File: src/rtl/avalon_bargraph_frame_master.sv
// Avalon-MM master that copies one frame from a local pixel source into the RGB bargraph slave,
// flips the display buffer and polls until the flip is seen. Optional poll timeout: BARGRAPH_FRAME_MASTER_TIMEOUT_EN.
module avalon_bargraph_frame_master #(
  parameter int            NUM_PIX    = 384,
  parameter int            AW         = 6,
  parameter logic [AW-1:0] REG_MTRX   = 6'h00,
  parameter logic [AW-1:0] REG_BUFSEL = 6'h04,
  parameter logic [AW-1:0] REG_BUFCUR = 6'h08
`ifdef BARGRAPH_FRAME_MASTER_TIMEOUT_EN
  ,
  parameter int            POLL_LIMIT = 1023
`endif
) (
  input  logic          clock,
  input  logic          reset,
  input  logic          start,
  output logic          busy,
  output logic          done,
  output logic          err,
  output logic          pix_rd,
  output logic [8:0]    pix_addr,
  input  logic [7:0]    pix_data,
  output logic [AW-1:0] avm_address,
  output logic          avm_read,
  output logic          avm_write,
  output logic [3:0]    avm_byteenable,
  output logic [31:0]   avm_writedata,
  input  logic [31:0]   avm_readdata,
  input  logic          avm_waitrequest,
  input  logic          avm_readdatavalid
);

  typedef enum logic [2:0] {
    S_IDLE, S_FETCH, S_CAPT, S_WR, S_FLIP, S_POLL_RD, S_POLL_WT, S_FIN
  } state_t;

  localparam logic [8:0] LAST_PIX = 9'(NUM_PIX - 1);

  state_t        state_r, state_nxt_s;
  logic [8:0]    cnt_r, cnt_nxt_s;
  logic          tgt_r, tgt_nxt_s;
  logic [31:0]   wdata_r, wdata_nxt_s;
  logic          busy_r, busy_nxt_s;
  logic          done_r, done_nxt_s;
  logic          pix_rd_r, pix_rd_nxt_s;
  logic [8:0]    pix_addr_r, pix_addr_nxt_s;
  logic [AW-1:0] addr_r, addr_nxt_s;
  logic          rd_r, rd_nxt_s;
  logic          wr_r, wr_nxt_s;
  logic          unused_rdata_s;

`ifdef BARGRAPH_FRAME_MASTER_TIMEOUT_EN
  localparam logic [9:0] POLL_LAST = 10'(POLL_LIMIT - 1);
  logic          err_r, err_nxt_s;
  logic [9:0]    poll_cnt_r, poll_nxt_s;
`endif

  assign unused_rdata_s = ^avm_readdata[31:1];

  // Next-state logic, then the bus/strobe values that the next state presents.
  always_comb begin
    state_nxt_s = state_r;
    cnt_nxt_s   = cnt_r;
    tgt_nxt_s   = tgt_r;
    wdata_nxt_s = wdata_r;
`ifdef BARGRAPH_FRAME_MASTER_TIMEOUT_EN
    err_nxt_s   = err_r;
    poll_nxt_s  = poll_cnt_r;
`endif
    case (state_r)
      S_IDLE: begin
        if (start) begin
          state_nxt_s = S_FETCH;
          cnt_nxt_s   = 9'd0;
`ifdef BARGRAPH_FRAME_MASTER_TIMEOUT_EN
          err_nxt_s   = 1'b0;
`endif
        end else begin
          state_nxt_s = S_IDLE;
        end
      end
      S_FETCH: state_nxt_s = S_CAPT;
      S_CAPT: begin
        // Pixel data arrives this cycle; it goes straight into the write data register.
        wdata_nxt_s = {15'b0, cnt_r, pix_data};
        state_nxt_s = S_WR;
      end
      S_WR: begin
        if (avm_waitrequest) begin
          state_nxt_s = S_WR;
        end else if (cnt_r == LAST_PIX) begin
          wdata_nxt_s = {31'b0, ~tgt_r};
          state_nxt_s = S_FLIP;
        end else begin
          cnt_nxt_s   = cnt_r + 9'd1;
          state_nxt_s = S_FETCH;
        end
      end
      S_FLIP: begin
        if (avm_waitrequest) begin
          state_nxt_s = S_FLIP;
        end else begin
          tgt_nxt_s   = ~tgt_r;
          state_nxt_s = S_POLL_RD;
`ifdef BARGRAPH_FRAME_MASTER_TIMEOUT_EN
          poll_nxt_s  = 10'd0;
`endif
        end
      end
      S_POLL_RD: begin
        if (avm_waitrequest) begin
          state_nxt_s = S_POLL_RD;
        end else begin
          state_nxt_s = S_POLL_WT;
        end
      end
      S_POLL_WT: begin
        if (!avm_readdatavalid) begin
          state_nxt_s = S_POLL_WT;
        end else if (avm_readdata[0] == tgt_r) begin
          state_nxt_s = S_FIN;
`ifdef BARGRAPH_FRAME_MASTER_TIMEOUT_EN
        end else if (poll_cnt_r == POLL_LAST) begin
          err_nxt_s   = 1'b1;
          state_nxt_s = S_FIN;
        end else begin
          poll_nxt_s  = poll_cnt_r + 10'd1;
          state_nxt_s = S_POLL_RD;
        end
`else
        end else begin
          state_nxt_s = S_POLL_RD;
        end
`endif
      end
      S_FIN:   state_nxt_s = S_IDLE;
      default: state_nxt_s = S_IDLE;
    endcase

    busy_nxt_s     = 1'b1;
    done_nxt_s     = 1'b0;
    pix_rd_nxt_s   = 1'b0;
    pix_addr_nxt_s = 9'd0;
    addr_nxt_s     = {AW{1'b0}};
    rd_nxt_s       = 1'b0;
    wr_nxt_s       = 1'b0;
    case (state_nxt_s)
      S_IDLE: busy_nxt_s = 1'b0;
      S_FETCH: begin
        pix_rd_nxt_s   = 1'b1;
        pix_addr_nxt_s = cnt_nxt_s;
      end
      S_CAPT: busy_nxt_s = 1'b1;
      S_WR: begin
        wr_nxt_s   = 1'b1;
        addr_nxt_s = REG_MTRX;
      end
      S_FLIP: begin
        wr_nxt_s   = 1'b1;
        addr_nxt_s = REG_BUFSEL;
      end
      S_POLL_RD: begin
        rd_nxt_s   = 1'b1;
        addr_nxt_s = REG_BUFCUR;
      end
      S_POLL_WT: busy_nxt_s = 1'b1;
      S_FIN: begin
        busy_nxt_s = 1'b0;
        done_nxt_s = 1'b1;
      end
      default: busy_nxt_s = 1'b0;
    endcase
  end

  // State, counters and registered outputs; reset drops the bus strobes immediately.
  always_ff @(posedge clock or posedge reset) begin
    if (reset) begin
      state_r    <= S_IDLE;
      cnt_r      <= 9'd0;
      tgt_r      <= 1'b0;
      wdata_r    <= 32'd0;
      busy_r     <= 1'b0;
      done_r     <= 1'b0;
      pix_rd_r   <= 1'b0;
      pix_addr_r <= 9'd0;
      addr_r     <= {AW{1'b0}};
      rd_r       <= 1'b0;
      wr_r       <= 1'b0;
`ifdef BARGRAPH_FRAME_MASTER_TIMEOUT_EN
      err_r      <= 1'b0;
      poll_cnt_r <= 10'd0;
`endif
    end else begin
      state_r    <= state_nxt_s;
      cnt_r      <= cnt_nxt_s;
      tgt_r      <= tgt_nxt_s;
      wdata_r    <= wdata_nxt_s;
      busy_r     <= busy_nxt_s;
      done_r     <= done_nxt_s;
      pix_rd_r   <= pix_rd_nxt_s;
      pix_addr_r <= pix_addr_nxt_s;
      addr_r     <= addr_nxt_s;
      rd_r       <= rd_nxt_s;
      wr_r       <= wr_nxt_s;
`ifdef BARGRAPH_FRAME_MASTER_TIMEOUT_EN
      err_r      <= err_nxt_s;
      poll_cnt_r <= poll_nxt_s;
`endif
    end
  end

  assign busy           = busy_r;
  assign done           = done_r;
  assign pix_rd         = pix_rd_r;
  assign pix_addr       = pix_addr_r;
  assign avm_address    = addr_r;
  assign avm_read       = rd_r;
  assign avm_write      = wr_r;
  assign avm_writedata  = wdata_r;
  assign avm_byteenable = 4'hF;
`ifdef BARGRAPH_FRAME_MASTER_TIMEOUT_EN
  assign err            = err_r;
`else
  assign err            = 1'b0;
`endif

endmodule

File: config.mk
export PLATFORM = sky130hd
export DESIGN_NAME = avalon_bargraph_frame_master
export DESIGN_NICKNAME = d
export VERILOG_FILES = /design/src/rtl/avalon_bargraph_frame_master.sv
export SDC_FILE = /design/constraint.sdc
export NUM_CORES = 1
export LEC_CHECK = 0
export ABC_AREA = 1
export BUFFER_PORTS_ARGS = -buffer_cell sky130_fd_sc_hd__buf_2
export CAP_MARGIN = 25
export CORE_AREA = 2 2 74 76
export DETAILED_ROUTE_END_ITERATION = 7
export DIE_AREA = 0 0 76 78
export GPL_TIMING_DRIVEN = 0
export PLACE_DENSITY_LB_ADDON = 0.3
export SETUP_SLACK_MARGIN = 0.05
export SYNTH_ARGS = -nofsm -noshare
export SYNTH_HDL_FRONTEND = slang
export SYNTH_SLANG_ARGS = --single-unit
File: constraint.sdc
create_clock -name clock -period 2.06 [get_ports clock]
set_input_delay 0.103 -clock clock [delete_from_list [all_inputs] [get_ports clock]]
set_output_delay 0.103 -clock clock [all_outputs]
set_load 0.01 [all_outputs]
==> results.yml, run 1 <==
placement:
  portBuffers: 45
  post-dp-hpwl_um: 3570
  routabilityCongestion: 0.832
  placed_area_um2: 2800
power_and_ir_drop:
  p_per_area_nw_per_um2: 1240
  power_mw: 3.67
  ir_drop_mv: 0.459
  power.leakage_nw: 1.60
worst_setup_path:
  cp.required_ns: 2.29
  crit_buf_inv: 1
  slowest_stage: "dfrtp_1"
  crit_type: "reg -> reg"
  end_kind: "flop"
  worstPathCellList: "ha_1 -> nand3_2 -> nor2_4 -> nand2_2 -> nand2_1 -> a21oi_4 -> inv_4 -> a21oi_2"
  setup.worst_path.start_class: "flop"
  slowest_delay_ns: 0.42
  critPathTopFamily: "simple AND/OR/NAND/NOR gates"
  critPathMaxFanout: 8
  critical_path_arrival_ns: 1.94
synthesis:
  yosysSeqAreaShare: 0.483
  synth_simple_gate_area_share: 0.280
  synth_compound_area_frac: 0.0688
  ys_ff_latch: 46
  synth-xor-area-share: 0.0147
  synth_flop_cell: "dfrtp_1"
  synth-edff-count: 0
  synth_common_cells: "58 x nand2_1, 46 x dfrtp_1, 36 x nand3_1"
  synth_adder_area_share: 0.00525
  synthMuxAreaShare: 0.00420
  synthCells: 266
  post_synth.cell_area_avg_um2: 8.96
  ys_warn_count: 0
  synthArstFlopShare: 1.00
  yosysTopAreaCell: "dfrtp_1"
  yosysTopAreaCellShare: 0.483
  synth_top_family_by_area: "simple AND/OR/NAND/NOR gates"
  synthTopCellsByArea: "dfrtp_1 48%, nand2_1 9.1%, nand3_1 7.6%"
  synth.most_common_cell: "nand2_1"
  synth_area_um2: 2380
  synth.distinct_cells: 35
sta:
  setup_viol_count_final: 0
  skew_ns: 0.00926
  rsz0062_at_grt: "false"
  slew_viol_final: 0
  period_minus_slack_ns: 1.71
  period_share: 0.832
  fin_setup_tns_ns: 0
  fmax_mhz: 584
  final-hold-violation-count: 0
clock_tree:
  root_buffer: "clkbuf_8"
  cts_made_buffers: 5
  cts.htree.levels: 2
  path_clk_slew_ns: 0.09
  cts_setup_buffers: 0
  cts_tree: "built"
  clk_path_buf_depth: 2
  numClockSinks: 46
  clk_latency_ns: 0.30
floorplan:
  die_h_um: 78
  die_w_um: 76
  core_um2: 5040
  io_pins: 102
  dieArea_um2: 5930
  rows: 26
  start_util: 0.472
layout:
  syn2layout_area_growth_pct: 24.8
  drive_gt1_frac: 0.346
  nFillCells: 459
  seq_area_um2: 1150
  multi_input_area_um2: 978
  nets: 395
  fin_area_um2: 2970
  diodes: 0
grt:
  antenna_found_initial: 0
  grt_use_met2: 0.286
  busiest_layer: "met2"
  use_met3: 0.0221
  grt_max_degree: 29
  grt_overflow: 0
  grt.total_usage: 0.169
  grt_pass1_wl_um: 8010
  grt_pass1_vias: 1704
  use_met1: 0.217
routing:
  drt_first_pass_iters: 4
  vias_per_cell: 4.48
  routedWlPerCell_um: 11.2
  postRouteAntennaNets: 0
  wirelength_um: 4700
  detail_route.iter0.violations: 120
  via_count: 1881
  drc: 0
min_path:
  hold_class: "in -> reg"
run:
  maxCapViolCount: 0
status:
  status: "complete, no violations"
-- sequential cells by signal, summed over array words and instances (netlist names) --
signal / count
tgt_r: 1
busy: 1
cnt_r: 9
pix_rd: 1
pix_addr: 9
done: 1
avm_write: 1
avm_writedata: 17
avm_address: 2
state_r: 3
avm_read: 1
-- cell families (layout without fill, tap and decap cells) --
logic type               after synthesis  count (layout)
other                                  2              24
buffers and inverters                 59             121
AO/OA/AOI/OAI                         24              24
adder cells (fa/ha/maj)                1               1
multiplexers                           1               1
flip-flops                            46              46
XOR/XNOR                               4               4
AND/OR/NAND/NOR                      129             129
-- metal layers --
layer  part of all wire  up-vias  wire, um
li1                   -      976         -
met1               0.45      846      2130
met2               0.48       51      2260
met3              0.044        8       206
met4              0.021        0       100
met5                  0        -         0
-- worst min-delay path, stage by stage --
cell and delay (ns):
buf_2 0.10, nand2_1 0.07, a31oi_1 0.07
-- through the flow --
| stage | setup WS, ns | hold slack [ns] | cells | utilization |
|---|---|---|---|---|
| floorplan | 0.615 | 0.220 | 288 | - |
| global placement | 0.305 | 0.306 | 403 | 0.551 |
| detailed placement | 0.370 | 0.128 | 404 | 0.555 |
| CTS | 0.348 | 0.0715 | 420 | 0.590 |
| global route | 0.216 | 0.113 | 420 | 0.590 |
| finish | 0.347 | 0.0804 | 420 | 0.590 |
-- layout make-up --
class,count,share of cell area
flip-flops and latches,46,0.387
inverters,28,0.0404
clock buffers,6,0.0278
clock inverters,2,0.00421
well taps,70,0.0295
repair buffers,54,0.109
multi-input cells,183,0.329
plain buffers,31,0.0724
-- worst paths after layout --
kind | depth (start not counted) | startpoint | slack (ns) | endpoint
min in group asynchronous | 3 | reset | 0.34 | cnt_r[3]
max in group asynchronous | 4 | reset | 1.24 | avm_write
min reg2reg | 2 | avm_writedata[10] | 0.50 | avm_writedata[10]
max reg2reg | 8 | cnt_r[1] | 0.35 | pix_addr[7]
max | 8 | cnt_r[1] | 0.35 | pix_addr[7]
min | 3 | pix_data[0] | 0.08 | avm_writedata[0]
-- cells in the final DEF, fill, tap and decap left out, types with 6 or more instances in the layout --
cell           instances
nand3_1               36
nand2_1               58
conb_1                24
a21oi_2                6
clkbuf_8               6
buf_2                 52
nor2_1                 9
inv_1                 18
nand2_2                8
buf_4                 24
dfrtp_1               46
o21ai_1               10
inv_2                  8
nand4_1                6
dlygate4sd3_1          8
-- report_power, final --
| group | internal, mW | total, mW | switching, mW |
|---|---|---|---|
| registers | 1.21 | 1.40 | 0.187 |
| clock network | 0.270 | 0.572 | 0.303 |
| logic | 0.612 | 1.70 | 1.09 |
-- what timing repair did --
action | CTS | global route
hold buffers | 8 | 0
resized for setup | 0 | 0
hold endpoints to repair | 25 | 0
setup endpoints to repair | 0 | 0
(Power assumes the default switching activity.)
==> run 2, diff against run 1 <==
clock period = 1.7 ns   (was 2.06 ns; I/O delays follow)
==> results.yml, run 2 (synthesis gave the netlist of run 1 again) <==
worst_setup_path:
  critPathMaxFanout: 8
  critical_path.startpoint: "cnt_r[1]"
  setup.worst_path.start_class: "flop"
  crit_type: "reg -> reg"
  slowest_stage: "dfrtp_1"
  rr_endpoint: "pix_addr[7]"
  end_kind: "flop"
  endpoint: "pix_addr[7]"
  r2r_cells: 8
  worstPathCellList: "ha_4 -> nand3_2 -> nor2_4 -> nand2_4 -> nand2_2 -> a21oi_4 -> inv_4 -> a21oi_2"
  cp.required_ns: 1.93
  critical_path_arrival_ns: 1.79
  r2r-start: "cnt_r[1]"
  r2r_slack_ns: 0.14
  slowest_delay_ns: 0.44
layout:
  nFillCells: 447
  final_common_cell: "nand2_1"
  diodes: 0
  nets: 403
  largest_reg_flops: 17
  fin_area_um2: 3060
  mostFrequentLayoutCells: "57 x nand2_1, 51 x buf_2, 45 x dfrtp_1"
  stdcell_count: 428
  drive_gt1_frac: 0.372
  syn2layout_area_growth_pct: 28.4
routing:
  drt_first_pass_iters: 4
  postRouteAntennaNets: 0
  vias_per_cell: 4.56
  m1WireLength_um: 2170
  drc: 0
  via_count: 1951
  top_layer: "met4"
  wirelength_um: 4820
  wl_met2_um: 2340
  detail_route.iter0.violations: 134
  dr_wl_met3_um: 209
  routedWlPerCell_um: 11.3
grt:
  grt_pass1_vias: 1729
  grt.total_usage: 0.171
  grt_overflow: 0
  antenna_found_initial: 0
  grt_pass1_wl_um: 8120
  grt_max_degree: 29
power_and_ir_drop:
  power_mw: 4.57
  power.leakage_nw: 1.66
  ir_drop_mv: 0.563
  p_per_area_nw_per_um2: 1490
clock_tree:
  clk_latency_ns: 0.30
  root_buffer: "clkbuf_8"
  path_clk_slew_ns: 0.08
  cts_tree: "built"
  cts.htree.levels: 2
  clk_path_buf_depth: 2
  numClockSinks: 46
  cts_made_buffers: 5
floorplan:
  start_util: 0.472
  core_um2: 5040
  io_pins: 102
  die_w_um: 76
  die_h_um: 78
  dieArea_um2: 5930
  rows: 26
sta:
  setup_viol_count_final: 0
  fin_setup_tns_ns: 0
  setup_ws_ns: 0.144
  fmax_mhz: 643
  period_share: 0.915
  slew_viol_final: 0
  period_minus_slack_ns: 1.56
  final-hold-violation-count: 0
  skew_ns: 0.00784
  rsz0062_at_grt: "false"
min_path:
  hold_class: "in -> reg"
placement:
  portBuffers: 45
  post-dp-hpwl_um: 3570
  dp_slack_ns: 0.0104
  dp_cells: 404
  placed_area_um2: 2800
  routabilityCongestion: 0.832
run:
  maxCapViolCount: 0
status:
  status: "complete, no violations"
run 2: cell types whose count changed in the layout (fill, tap and decap cells not counted), sizes merged:
cell  change
buf       +8
run 2: how the worst min path moves through the flow:
stage                start                to  slack (ns)  cells after the start
6_report       pix_data[0]  avm_writedata[0]        0.07                      3
5_1_grt        pix_data[0]  avm_writedata[0]        0.09                      3
4_1_cts        pix_data[0]  avm_writedata[0]        0.05                      3
3_5_place_dp         reset          cnt_r[3]        0.11                      2
3_3_place_gp   pix_data[6]  avm_writedata[6]        0.29                      3
2_1_floorplan  pix_data[1]  avm_writedata[1]        0.20                      2
run 2: power by group:
| part | leakage, nW | switching (mW) | internal [mW] |
|---|---|---|---|
| clock network | 0.0472 | 0.364 | 0.327 |
| registers | 0.593 | 0.238 | 1.47 |
| logic | 1.02 | 1.35 | 0.829 |
| total | 1.66 | 1.95 | 2.62 |
run 2: per-stage QoR:
stage          utilization  hold WS [ns]
2_1_floorplan            -         0.202
3_3_place_gp         0.551         0.288
3_5_place_dp         0.555         0.110
4_1_cts              0.599        0.0535
5_1_grt              0.607        0.0948
6_report             0.607        0.0700
run 2: final cells by class:
type / count / area (um2) / share of cell area
plain buffers: 31 / 218 / 0.0712
clock buffers: 6 / 82.6 / 0.0270
clock inverters: 2 / 12.5 / 0.00409
inverters: 28 / 120 / 0.0393
multi-input cells: 183 / 1000 / 0.327
flip-flops and latches: 46 / 1150 / 0.377
well taps: 70 / 87.6 / 0.0286
repair buffers: 62 / 385 / 0.126
run 2: critical path, delay by kind of cell (launching register included):
kind	cells	cell delay, ns
flops	1	0.44
compound gates	2	0.39
simple gates	4	0.35
fa+ha+maj	1	0.19
buf+inv	1	0.10
run 2: repair_timing:
action	CTS	global route
pin swaps	3	3
endpoints found under the hold margin	25	0
endpoints found under the setup margin	17	32
hold buffers	8	0
buffers inserted	5	3
gates resized for setup	2	5
run 2: layer usage:
metal  up-vias  GRT usage
met1       894      0.219
met3         8     0.0221
met2        58      0.288
li1        991          -
met5         -          0
met4         0     0.0818
